`src/rtl/prog_clk_div_pkg.sv`:
```
// Shared constants, channel state type and the high-phase helper for the
// programmable clock-enable divider.
package clkdiv_pkg;

  localparam int unsigned NCH_DEF = 4;
  localparam int unsigned CW_DEF  = 8;
  localparam int unsigned DIV_MIN = 2;

  typedef enum logic {
    ChStopped,
    ChRunning
  } chan_st_e;

  // High-phase length ceil(d/2); the sum is done in 17 bits so d=2^16-1 cannot wrap.
  function automatic logic [15:0] half_hi(input logic [15:0] d);
    logic [16:0] sum;
    sum = {1'b0, d} + 17'd1;
    return sum[16:1];
  endfunction

endpackage

```
`src/rtl/prog_clk_div_if.sv`:
```
// Configuration and output bundle of prog_clk_div; the master writes divisors,
// the slave (the divider) returns ready and the per-channel waveforms.
interface prog_clk_div_if #(
  parameter int unsigned NCH = clkdiv_pkg::NCH_DEF,
  parameter int unsigned CW  = clkdiv_pkg::CW_DEF
);

  localparam int unsigned CHW = (NCH > 1) ? $clog2(NCH) : 1;

  logic           cfg_valid;
  logic           cfg_ready;
  logic [CHW-1:0] cfg_ch;
  logic [CW-1:0]  cfg_div;
  logic [NCH-1:0] div_out;
  logic [NCH-1:0] tick;

  modport master (
    output cfg_valid,
    output cfg_ch,
    output cfg_div,
    input  cfg_ready,
    input  div_out,
    input  tick
  );

  modport slave (
    input  cfg_valid,
    input  cfg_ch,
    input  cfg_div,
    output cfg_ready,
    output div_out,
    output tick
  );

endinterface

```
`src/rtl/prog_clk_div_chan.sv`:
```
// One divider channel: active/shadow divisor, pending flag, period counter and
// registered waveform/tick. A new divisor is adopted only at a period boundary.
module clkdiv_chan #(
  parameter int unsigned CW = clkdiv_pkg::CW_DEF
) (
  input  logic          clk,
  input  logic          resetn,
  input  logic          i_wr,
  input  logic [CW-1:0] i_div,
  input  logic          i_sync,
  output logic          o_pend,
  output logic          o_div_out,
  output logic          o_tick
);

  import clkdiv_pkg::*;

  logic [CW-1:0] r_div;
  logic [CW-1:0] r_shadow;
  logic          r_pend;
  logic [CW-1:0] r_cnt;
  logic          r_out;
  logic          r_tick;

  chan_st_e      w_state;
  logic          w_end;
  logic          w_apply;
  logic          w_start;
  logic [CW-1:0] w_cnt_n;
  logic [CW-1:0] w_half;

  assign w_state = (r_div < CW'(DIV_MIN)) ? ChStopped : ChRunning;
  assign w_end   = (w_state == ChRunning) && (r_cnt == r_div - CW'(1));
  // A stopped channel has no period to finish, so a pending write applies at once.
  assign w_apply = r_pend && ((w_state == ChStopped) || w_end);
  assign w_start = (r_shadow >= CW'(DIV_MIN));
  assign w_cnt_n = w_end ? '0 : r_cnt + CW'(1);
  assign w_half  = CW'(half_hi(16'(r_div)));

  always_ff @(posedge clk or negedge resetn) begin
    if (!resetn) begin
      r_div    <= '0;
      r_shadow <= '0;
      r_pend   <= 1'b0;
      r_cnt    <= '0;
      r_out    <= 1'b0;
      r_tick   <= 1'b0;
    end else begin
      if (w_apply) begin
        r_div  <= r_shadow;
        r_pend <= 1'b0;
      end else if (i_wr) begin
        r_shadow <= i_div;
        r_pend   <= 1'b1;
      end

      if (w_apply) begin
        r_cnt  <= '0;
        r_out  <= w_start;
        r_tick <= w_start;
      end else if (w_state == ChStopped) begin
        r_cnt  <= '0;
        r_out  <= 1'b0;
        r_tick <= 1'b0;
      end else if (i_sync) begin
        r_cnt  <= '0;
        r_out  <= 1'b1;
        r_tick <= 1'b1;
      end else begin
        r_cnt  <= w_cnt_n;
        r_out  <= (w_cnt_n < w_half);
        r_tick <= (w_cnt_n == '0);
      end
    end
  end

  assign o_pend    = r_pend;
  assign o_div_out = r_out;
  assign o_tick    = r_tick;

endmodule

```
`src/rtl/prog_clk_div.sv`:
```
// Multi-channel programmable clock-enable divider: config decode, ready mux and
// output gathering. Defining CLKDIV_SYNC_EN adds the sync restart input.
module prog_clk_div #(
  parameter int unsigned NCH = clkdiv_pkg::NCH_DEF,
  parameter int unsigned CW  = clkdiv_pkg::CW_DEF
) (
  input  logic           clk,
  input  logic           resetn,
`ifdef CLKDIV_SYNC_EN
  input  logic           sync,
`endif
  prog_clk_div_if.slave  bus
);

  localparam int unsigned CHW = (NCH > 1) ? $clog2(NCH) : 1;
  localparam int unsigned PAD = 1 << CHW;

  logic [NCH-1:0] w_pend;
  logic [PAD-1:0] w_pend_pad;
  logic           w_ready;
  logic [NCH-1:0] w_wr;
  logic [NCH-1:0] w_div_out;
  logic [NCH-1:0] w_tick;
  logic           w_sync;

`ifdef CLKDIV_SYNC_EN
  assign w_sync = sync;
`else
  assign w_sync = 1'b0;
`endif

  // Unused channel codes read as never-pending, so such writes are accepted and dropped.
  always_comb begin
    w_pend_pad             = '0;
    w_pend_pad[NCH-1:0]    = w_pend;
  end

  assign w_ready       = !w_pend_pad[bus.cfg_ch];
  assign bus.cfg_ready = w_ready;

  always_comb begin
    w_wr = '0;
    for (int i = 0; i < NCH; i++) begin
      w_wr[i] = bus.cfg_valid && w_ready && (int'(bus.cfg_ch) == i);
    end
  end

  for (genvar g = 0; g < NCH; g++) begin : g_chan
    clkdiv_chan #(
      .CW (CW)
    ) u_chan (
      .clk       (clk),
      .resetn    (resetn),
      .i_wr      (w_wr[g]),
      .i_div     (bus.cfg_div),
      .i_sync    (w_sync),
      .o_pend    (w_pend[g]),
      .o_div_out (w_div_out[g]),
      .o_tick    (w_tick[g])
    );
  end

  assign bus.div_out = w_div_out;
  assign bus.tick    = w_tick;

endmodule

```
`src/flat_wrapper.sv`:
```
// flat-port wrapper written by rule: the top's interface ports become plain ports
module prog_clk_div_flat 
#(
  parameter int unsigned NCH = clkdiv_pkg::NCH_DEF,
  parameter int unsigned CW  = clkdiv_pkg::CW_DEF
)
  (clk, resetn, bus_cfg_valid, bus_cfg_ch, bus_cfg_div, bus_cfg_ready, bus_div_out, bus_tick);
  prog_clk_div_if #(.NCH(NCH), .CW(CW)) bus_i ();
  input  logic clk;
  input  logic resetn;
  input wire logic [$bits(bus_i.cfg_valid)-1:0] bus_cfg_valid;
  input wire logic [$bits(bus_i.cfg_ch)-1:0] bus_cfg_ch;
  input wire logic [$bits(bus_i.cfg_div)-1:0] bus_cfg_div;
  output wire logic [$bits(bus_i.cfg_ready)-1:0] bus_cfg_ready;
  output wire logic [$bits(bus_i.div_out)-1:0] bus_div_out;
  output wire logic [$bits(bus_i.tick)-1:0] bus_tick;
  assign bus_i.cfg_valid = bus_cfg_valid;
  assign bus_i.cfg_ch = bus_cfg_ch;
  assign bus_i.cfg_div = bus_cfg_div;
  assign bus_cfg_ready = bus_i.cfg_ready;
  assign bus_div_out = bus_i.div_out;
  assign bus_tick = bus_i.tick;
  prog_clk_div #(.NCH(NCH), .CW(CW)) u_core (.clk(clk), .resetn(resetn), .bus(bus_i));
endmodule
```
`config.mk`:
```
export PLATFORM = sky130hd
export DESIGN_NAME = prog_clk_div_flat
export DESIGN_NICKNAME = d
export VERILOG_FILES = /design/src/rtl/prog_clk_div_pkg.sv /design/src/rtl/prog_clk_div_if.sv /design/src/rtl/prog_clk_div_chan.sv /design/src/rtl/prog_clk_div.sv /design/src/flat_wrapper.sv
export SDC_FILE = /design/constraint.sdc
export NUM_CORES = 1
export LEC_CHECK = 0
export BUFFER_PORTS_ARGS = -buffer_cell sky130_fd_sc_hd__clkbuf_2
export CAP_MARGIN = 20
export CORE_MARGIN = 1.5
export CORE_UTILIZATION = 55
export CTS_BUF_LIST = sky130_fd_sc_hd__clkbuf_8
export DETAILED_ROUTE_END_ITERATION = 10
export GPL_TIMING_DRIVEN = 0
export PLACE_DENSITY_LB_ADDON = 0.05
export SLEW_MARGIN = 20
export SYNTH_ARGS = -nofsm -noshare
export SYNTH_HDL_FRONTEND = slang
export SYNTH_HIERARCHICAL = 1
export SYNTH_SLANG_ARGS = --single-unit
```
`constraint.sdc`:
```
create_clock -name clk -period 3.15 [get_ports clk]
set_input_delay 0.63 -clock clk [delete_from_list [all_inputs] [get_ports clk]]
set_output_delay 0.63 -clock clk [all_outputs]
set_load 0.1 [all_outputs]
```
After elaboration in Yosys (flattened, before gate mapping) --
Index checks and enable logic that the tools add are counted.
Operators by class: reduce and logical (&&, ||, !) cells 31, eq/ne operators 7, mux-type cells 42, bitwise logic cells 4, order comparisons 13, add/subtract/negate cells 12
Operators with widths (count):
- $mux 8 | 12
- $add 8x1->9 const B | 4
- $add 8x1->8 const B | 4
- $eq 8x8->1 | 4
- $ge 8x2->1 const B | 4
- $logic_not 8->1 | 4
- $lt 8x2->1 const B | 4
- $lt 8x8->1 | 4
- $sub 8x1->8 const B | 4
- $mux 1 | 29
- $logic_and 1x1->1 | 13
- $reduce_and 2->1 | 4
- $reduce_bool 2->1 | 4
- $eq 2x2->1 const B | 2
- $logic_or 1x1->1 | 4
- $not 1->1 | 4
- $lt 2x3->1 const B | 1
- $bmux 1 s2 | 1
- $eq 2x1->1 const B | 1
- $logic_not 2->1 | 1
- $logic_not 1->1 | 1
Word-level totals: bits of input ports 13, word-level logic and storage cells 133, register bits after elaboration 108

Longest topological paths before layout --
Gate-level depths: netlist (run 1).
word-level depth 7, depth in mapped cells 18, mapped depth without buffers 16

By module --
Netlist (run 1), hierarchy kept.
Modules (own cells, without submodules):
- clkdiv_chan at u_core.g_chan[0].u_chan ... | cells an instance 175, area each 1856.8 µm², instances 3
- clkdiv_chan at u_core.g_chan[2].u_chan | cells an instance 187, area each 1803.0 µm², instances 1
- prog_clk_div | cells an instance 8, area each 67.6 µm², instances 1

Worst setup path after synthesis (run 1) --
No wires, ideal clock.
kind reg-to-reg, start reg u_core.g_chan[2].u_chan.r_div[0], end reg u_core.g_chan[2].u_chan.r_out, setup time 0.095 ns, data required time 3.055 ns, cell stages (with the launch flop) 17, setup slack -0.331 ns, arrival time 3.386 ns, buffers on the path 1, path through dfrtp_1 -> inv_1 -> ha_1 -> xor2_1 -> nand3_1 -> a2111oi_2 -> o21a_1 -> nor2b_1 -> clkbuf_1 -> nor2_1 -> ha_1 -> a21o_1 -> a2111oi_0 -> nor2_1 -> a211oi_1 -> nor2_1 -> o31ai_1
On the way: cells in the longest elaborated chain, start to end 7
Ends and longest elaborated chain:
- from (decl) | line prog_clk_div_chan.sv:18 | logic [CW-1:0] r_div;
- from (signal assigned) | line prog_clk_div_chan.sv:50 | r_div <= r_shadow;
- $sub 8x1->8 / $lt 8x2->1 (equally long branches) | line prog_clk_div_chan.sv:33, prog_clk_div_chan.sv:32
- $eq 8x8->1 / $mux 1 (equally long branches) | line prog_clk_div_chan.sv:33, prog_clk_div_chan.sv:32
- $logic_and 1x1->1 | line prog_clk_div_chan.sv:33 | assign w_end = (w_state == ChRunning) && (r_cnt == r_div - CW'(1));
- $mux 8 | line prog_clk_div_chan.sv:37 | assign w_cnt_n = w_end ? '0 : r_cnt + CW'(1);
- $lt 8x8->1 | line prog_clk_div_chan.sv:71 | r_out <= (w_cnt_n < w_half);
- $mux 1 | line prog_clk_div_chan.sv:61 | end else if (w_state == ChStopped) begin
- $mux 1 * | line prog_clk_div_chan.sv:57 | if (w_apply) begin
- to (signal assigned) | line prog_clk_div_chan.sv:59 | r_out <= w_start;
- to (signal assigned) | line prog_clk_div_chan.sv:71
- to (decl) | line prog_clk_div_chan.sv:22 | logic r_out;
Mark *: on every way between the ends. The rest lies on a longest branch, timed or not. A chain may end at the register's enable or synchronous reset.

Worst setup path after layout (run 1) --
start reg u_core.g_chan[2].u_chan.r_div[3], end reg u_core.g_chan[2].u_chan.r_out
The elaborated chain is that of the path after synthesis.

==> results of run 1 <==
## layout make-up
type                            count  area (um^2)
Tap cell                          176        220.2
Clock inverter                      6        58.81
Buffer                             47        355.3
Clock buffer                        9        123.9
Sequential cell                   108         2706
Timing Repair Buffer               65        465.4
Fill cell                        1033         4488
Inverter                           18        85.08
Multi-Input combinational cell    559         4740
## cells in the mapped netlist, drive strengths merged (13+ instances only)
cell    instances
and3           15
buf            38
clkbuf         13
dfrtp         108
ha             40
inv            18
mux2           61
nand2          35
nand3          47
nor2           91
nor3           24
o21ai          14
xnor2          37
xor2           58
## cell families after synthesis
group,count (synthesis)
AO/OA/AOI/OAI,76
XOR/XNOR,95
buffers and inverters,69
AND/OR/NAND/NOR,261
flip-flops,108
other,1
multiplexers,70
adder cells (fa/ha/maj),40
## final timing paths
path                       slack (ns)                                end
setup reg to reg                -0.18  u_core/g_chan[2].u_chan/o_div_out
hold reg to reg                  0.51   u_core/g_chan[2].u_chan/r_div[0]
setup / recovery                -0.18  u_core/g_chan[2].u_chan/o_div_out
max in group asynchronous        2.33   u_core/g_chan[2].u_chan/r_cnt[0]
min in group clk                 0.51   u_core/g_chan[2].u_chan/r_div[0]
hold / removal                   0.20   u_core/g_chan[0].u_chan/r_cnt[7]
## per-stage QoR
| stage | cell area, um^2 | TNS, ns | util (%) |
|---|---|---|---|
| after global placement | 7845 | -8.022 | 59.24 |
| after CTS | 8397 | -0.2093 | 63.41 |
| after floorplan | 7520 | 0 | - |
| after global routing | 8755 | -0.8612 | 66.11 |
| final | 8755 | -0.1839 | 66.11 |
| after detailed placement | 7881 | -1.510 | 59.51 |
## power by group
group          internal, mW  switching (mW)
Clock                 0.358           0.472
Combinational          2.53            2.74
Sequential             1.91           0.503
## critical path: cells and delay by family, from the launching register on
family | cells | cell delay [ns]
flip-flops | 1 | 0.41
buffers and inverters | 2 | 0.25
adder cells (fa/ha/maj) | 1 | 0.22
AND/OR/NAND/NOR | 6 | 0.67
AO/OA/AOI/OAI | 6 | 1.51
XOR/XNOR | 1 | 0.17
## what timing repair did
action / 4_1_cts / 5_1_grt
gates resized for setup: 39 / 50
pin swaps: 38 / 55
setup buffers: 21 / 21
setup endpoints to repair: 4 / 4
gates cloned: 1 / 1
## state kept, by name, summed over array words and instances, names as in the netlist
register                        count
u_core/g_chan.u_chan/o_div_out      4
u_core/g_chan.u_chan/o_pend         4
u_core/g_chan.u_chan/o_tick         4
u_core/g_chan.u_chan/r_cnt         32
u_core/g_chan.u_chan/r_div         32
u_core/g_chan.u_chan/r_shadow      32
## metal layers
layer  track usage, %  routed length [um]  up-vias
li1                 -                   -     2685
met1            34.49                8016     2745
met2            37.21                7682       93
met3            3.065                 457       26
met4            7.143                 299        0
met5                0                   0        -
==> results by group, run 1 <==
Synthesis
  – Adder-Cell Fraction of Synth Area: 6.726%
  – Async SR Flop Fraction: 100.0%
  – Post-Synth Simple-Gate Area: 18.72%
  – Synth top area share: 36.32%
  – Post-Syn Area: 7441 um^2
  – Avg Inst Size Synth: 10.33 um^2
  – Mux cell area share after synthesis: 13.28%
  – Yosys reg bits: 108
  – Largest family of logic cells by synthesized area: simple AND/OR/NAND/NOR gates
  – EDFF count, synth: 0
  – Compound-gate portion of the synthesized area: 8.391%
  – Synth Area in XOR/XNOR: 11.18%
  – Seq/Total Area, Yosys: 36.32%
  – Most used DFF post-synth: dfrtp_1
  – Yosys warnings: 6
  – Synth unique cells: 58
  – Ranking of synthesized cells by area: dfrtp_1 36%, mux2_4 11%, xor2_1 6.8%, ha_1 6.7%, nor2_1 4.6%
  – Cell taking the most area after synthesis: dfrtp_1
  – Syn Inst Count: 720

Worst setup path
  – Critical Path End Type: flop
  – Critical path cell sequence: buf_6 -> nor3_4 -> nand3_2 -> xnor2_2 -> a2111oi_4 -> o21a_1 -> nor2b_4 -> buf_6 -> nor2_2 -> ha_4 -> a21o_1 -> a2111oi_4 -> nor2_1 -> a211oi_2 -> nor2_1 -> o31ai_1
  – CP peak stage delay: 0.41 ns
  – Arr. time, crit path: 3.63 ns
  – Setup Crit Path Kind: flop to flop
  – CP startpoint kind: flop
  – Worst Setup SP: u_core/g_chan[2].u_chan/r_div[3]
  – Worst r2r src: u_core/g_chan[2].u_chan/r_div[3]
  – CP max-delay cell: dfrtp_1
  – Reg2Reg Depth: 16
  – Crit path required time: 3.44 ns
  – Worst-path fanout max: 5

Floorplanning
  – Die Area: 14,240 um^2
  – Site row count: 42
  – Initial Util: 56.19%
  – Chip Height: 119.3 um
  – Die X: 119.3 um
  – Ports: 22
  – Core ar.: 13,240 um^2

STA
  – RSZ-0062 raised after global routing: yes
  – Tmin final: 3.333 ns
  – Worst-Margin Slew: 0.6146 ns
  – Final setup margin: -0.1834 ns
  – FMAX: 300.0 MHz
  – Final hold viol count: 0
  – Hold WS: 0.1984 ns
  – Number of setup violations in the final report: 2
  – Final Max Tran Viols: 0
  – Final Cycle Share: 105.8%
  – Worst Skew: 0.01021 ns
  – Max-slew headroom: 58.49%

Outcome
  – Status: finished with violations
  – Violated checks: negative setup slack

Clock tree
  – Clock buffer depth: 2
  – H-tree Lvls: 3
  – CTS Hold Buffers Added: 0
  – CTS Buf Count: 9
  – Worst skew pair latency: 0.38 ns
  – Root Driver: clkbuf_8
  – CTS tree: yes
  – CTS sink cnt: 108
  – Clock slew at reported path FFs: 0.10 ns

GRT
  – Antenna violations before repair: 0
  – Congestion Overflow GR: 0
  – Largest net degree at the start of global routing: 56
  – Vias in the first global route: 5,505
  – Total global-route track usage: 23.74%
  – First-pass GRT wire length: 27.03 mm

Detailed routing
  – Avg WL per Cell: 16.66 um
  – Vias per cell: 5.616
  – DR vias: 5,549
  – # DRC: 0
  – Routed Antenna Nets: 0
  – 1st-pass router iterations: 4
  – Detailed Route WL: 16.46 mm
  – 1st-iter DRT viols: 317

Placed design
  – Post-Place Cells: 933
  – Placer Congestion: 0.8666
  – Dpl hpwl: 11.35 mm
  – Pre-CTS setup slack: -0.4405 ns
  – I/O Buffers: 21

Job
  – MaxCap Viol Count: 0

Power
  – Peak VDD IR: 646.3 uV
  – Leakage: 4.118 nW
  – Overall power: 8.515 mW
  – Pwr Density: 972.6 nW/um^2

Final layout
  – Most frequent cells in the layout: 105 x dfrtp_1, 81 x nor2_1, 57 x xor2_1, 53 x mux2_4, 48 x buf_4
  – Area Overhead vs Synth: 17.66%
  – Final nets: 861
  – Commonest non-fill, non-tap cell in the layout: dfrtp_1
  – Share of cells above drive strength 1: 33.25%
  – Diodes inserted: 0
  – Layout Cells excl Fill: 988

Hold path
  – HP Class: primary input to async pin
(Power assumes the default switching activity.)
==> run 2: changes to the inputs <==
--- a/config.mk
+++ b/config.mk
@@ -7,12 +7,14 @@
 export LEC_CHECK = 0
 export BUFFER_PORTS_ARGS = -buffer_cell sky130_fd_sc_hd__clkbuf_2
 export CAP_MARGIN = 20
+export CORE_ASPECT_RATIO = 1.2
 export CORE_MARGIN = 1.5
 export CORE_UTILIZATION = 55
 export CTS_BUF_LIST = sky130_fd_sc_hd__clkbuf_8
 export DETAILED_ROUTE_END_ITERATION = 10
 export GPL_TIMING_DRIVEN = 0
 export PLACE_DENSITY_LB_ADDON = 0.05
+export SKIP_LAST_GASP = 1
 export SLEW_MARGIN = 20
 export SYNTH_ARGS = -nofsm -noshare
 export SYNTH_HDL_FRONTEND = slang
==> results by group, run 2 (synthesis gave the netlist of run 1 again) <==
Worst setup path
  – Crit path required time: 3.45 ns (about the same)
  – Setup Crit Path Kind: flop to flop
  – Critical path cell sequence: buf_6 -> nor3_4 -> nand3_2 -> xnor2_2 -> a2111oi_4 -> o21a_1 -> nor2b_4 -> buf_6 -> nor2_1 -> ha_1 -> a21o_1 -> a2111oi_4 -> nor2_1 -> a211oi_2 -> nor2_1 -> o31ai_1
  – Critical Path End Type: flop
  – CP max-delay cell: dfrtp_1
  – CP peak stage delay: 0.39 ns (-0.02 ns)
  – CP startpoint kind: flop
  – Top delay family on crit path: compound AO/OA/AOI/OAI gates
  – Buf+Inv Stages, Crit Path: 2 (unchanged)
  – Worst-path fanout max: 9 (+4)
  – Arr. time, crit path: 3.68 ns (+0.05 ns)
  – CP most frequent cell: nor2_1

STA
  – Worst-Margin Slew: 0.6289 ns (+0.01434 ns)
  – Number of setup violations in the final report: 3 (+1)
  – Final setup margin: -0.2327 ns (-0.04929 ns)
  – Final Cycle Share: 107.4% (+1.6 points)
  – Final hold viol count: 0 (unchanged)
  – Final Max Tran Viols: 0 (unchanged)
  – RSZ-0062 raised after global routing: yes
  – Max-slew headroom: 57.72% (-0.77 points)
  – Worst Skew: 0.009033 ns (-0.001179 ns)
  – Tmin final: 3.383 ns (+0.04929 ns)
  – FMAX: 295.6 MHz (-1.5%)

Clock tree
  – Clock buffer depth: 2 (unchanged)
  – Root Driver: clkbuf_8
  – CTS tree: yes
  – CTS Buf Count: 9 (unchanged)
  – CTS sink cnt: 108 (unchanged)
  – Clock slew at reported path FFs: 0.11 ns (about the same)
  – Worst skew pair latency: 0.40 ns (+0.02 ns)
  – H-tree Lvls: 3 (unchanged)

Outcome
  – Status: finished with violations
  – Violated checks: negative setup slack

Detailed routing
  – Vias per cell: 5.660 (+0.77%)
  – Routed Antenna Nets: 0 (unchanged)
  – Avg WL per Cell: 17.30 um (+3.9%)
  – 1st-iter DRT viols: 288 (-9.1%)
  – # DRC: 0 (unchanged)
  – 1st-pass router iterations: 4 (unchanged)
  – DR vias: 5,575 (+0.47%)
  – Detailed Route WL: 17.04 mm (+3.6%)

Final layout
  – Post-Route Utilization: 67.24% (+1.1 points)
  – Share of cells above drive strength 1: 35.62% (+2.4 points)
  – Diodes inserted: 0 (unchanged)
  – Final nets: 865 (+0.46%)
  – Commonest non-fill, non-tap cell in the layout: dfrtp_1
  – Area Overhead vs Synth: 19.62%
  – Biggest regs: u_core/g_chan.u_chan/r_cnt (32), u_core/g_chan.u_chan/r_div (32), u_core/g_chan.u_chan/r_shadow (32)
  – Fill count: 1,029 (-0.39%)
  – Most frequent cells in the layout: 104 x dfrtp_1, 78 x nor2_1, 55 x xor2_1, 53 x mux2_4, 51 x buf_4

Power
  – Pwr Density: 960.2 nW/um^2 (-1.3%)
  – Leakage: 4.164 nW (+1.1%)
  – Peak VDD IR: 737.9 uV (+14%)
  – Overall power: 8.547 mW (+0.38%)

Floorplanning
  – Core ar.: 13,240 um^2 (about the same)
  – Site row count: 46 (+9.5%)
  – Die X: 109.2 um (-8.5%)
  – Chip Height: 130.4 um (+9.3%)
  – Die Area: 14,240 um^2 (about the same)
  – Ports: 22 (unchanged)
  – Initial Util: 56.21% (about the same)

GRT
  – Vias in the first global route: 5,650 (+2.6%)
  – Congestion Overflow GR: 0 (unchanged)
  – Antenna violations before repair: 0 (unchanged)
  – Largest net degree at the start of global routing: 56 (unchanged)
  – Total global-route track usage: 25.03% (+1.3 points)
  – First-pass GRT wire length: 27.63 mm (+2.2%)

Placed design
  – Placer Congestion: 0.8543 (-1.4%)
  – Pre-CTS setup slack: -0.4462 ns (-0.005722 ns)
  – Dpl hpwl: 11.53 mm (+1.6%)
  – I/O Buffers: 21 (unchanged)

Job
  – MaxCap Viol Count: 0 (unchanged)

Hold path
  – HP Class: primary input to async pin
-- run 2: final timing paths --
check	startpoint	end	slack [ns]	depth (start not counted)
setup / recovery	u_core/g_chan[2].u_chan/r_div[3]	u_core/g_chan[2].u_chan/o_div_out	-0.23	16
hold / removal	resetn	u_core/g_chan[0].u_chan/r_cnt[3]	0.17	1
setup reg to reg	u_core/g_chan[2].u_chan/r_div[3]	u_core/g_chan[2].u_chan/o_div_out	-0.23	16
hold reg to reg	u_core/g_chan[1].u_chan/r_shadow[0]	u_core/g_chan[1].u_chan/r_shadow[0]	0.52	1
max in group asynchronous	resetn	u_core/g_chan[2].u_chan/r_div[1]	2.35	2
min in group clk	u_core/g_chan[1].u_chan/r_shadow[0]	u_core/g_chan[1].u_chan/r_shadow[0]	0.52	1
-- run 2: what timing repair did --
action,4_1_cts,5_1_grt
gates cloned,1,0
resized for setup,51,59
pin swaps,36,54
endpoints found under the setup margin,4,4
hold buffers,0,0
buffers inserted,26,22
-- run 2: stage by stage --
stage / std cells / cell area, um^2 / setup TNS [ns] / hold WS, ns
final: 985 / 8901 / -0.3015 / 0.1686
after global routing: 985 / 8901 / -0.8232 / 0.2029
after CTS: 965 / 8473 / -0.2222 / 0.1805
after detailed placement: 925 / 7871 / -1.501 / 0.4915
after global placement: 924 / 7835 / -5.441 / 0.4876
after floorplan: 735 / 7520 / 0 / 0.3344
-- run 2: worst register-to-register path, cell delays in order (launching register included) --
cell	delay (ns)
dfrtp_1	0.39
buf_6	0.14
nor3_4	0.21
nand3_2	0.12
xnor2_2	0.18
a2111oi_4	0.38
o21a_1	0.21
nor2b_4	0.14
buf_6	0.12
nor2_1	0.05
ha_1	0.29
a21o_1	0.19
a2111oi_4	0.29
nor2_1	0.10
a211oi_2	0.16
nor2_1	0.06
o31ai_1	0.25
-- run 2: final cells by class --
cell class	instances	area [um^2]	area share, %
multi-input combinational	559	4871	54.72
tap	168	210.2	2.362
sequential	108	2708	30.42
buffer	46	340.3	3.823
timing repair buffer	70	525.5	5.904
clock buffer	9	123.9	1.392
inverter	18	77.57	0.8715
clock inverter	7	45.04	0.5060
-- run 2: layer usage --
metal	vias to the layer above	global-route usage [%]	part of all wire (%)
met5	-	0	0
met4	0	9.244	1.7
met3	21	2.927	1.6
met2	50	46.10	55
met1	2804	29.80	42
li1	2700	-	-
-- run 2: report_power, final --
group          leakage (nW)  switching [mW]  total (mW)  internal (mW)
logic                  2.72            2.75        5.33           2.58
registers              1.35           0.508        2.42           1.91
clock network        0.0941           0.510       0.795          0.285
total                  4.16            3.77        8.55           4.78
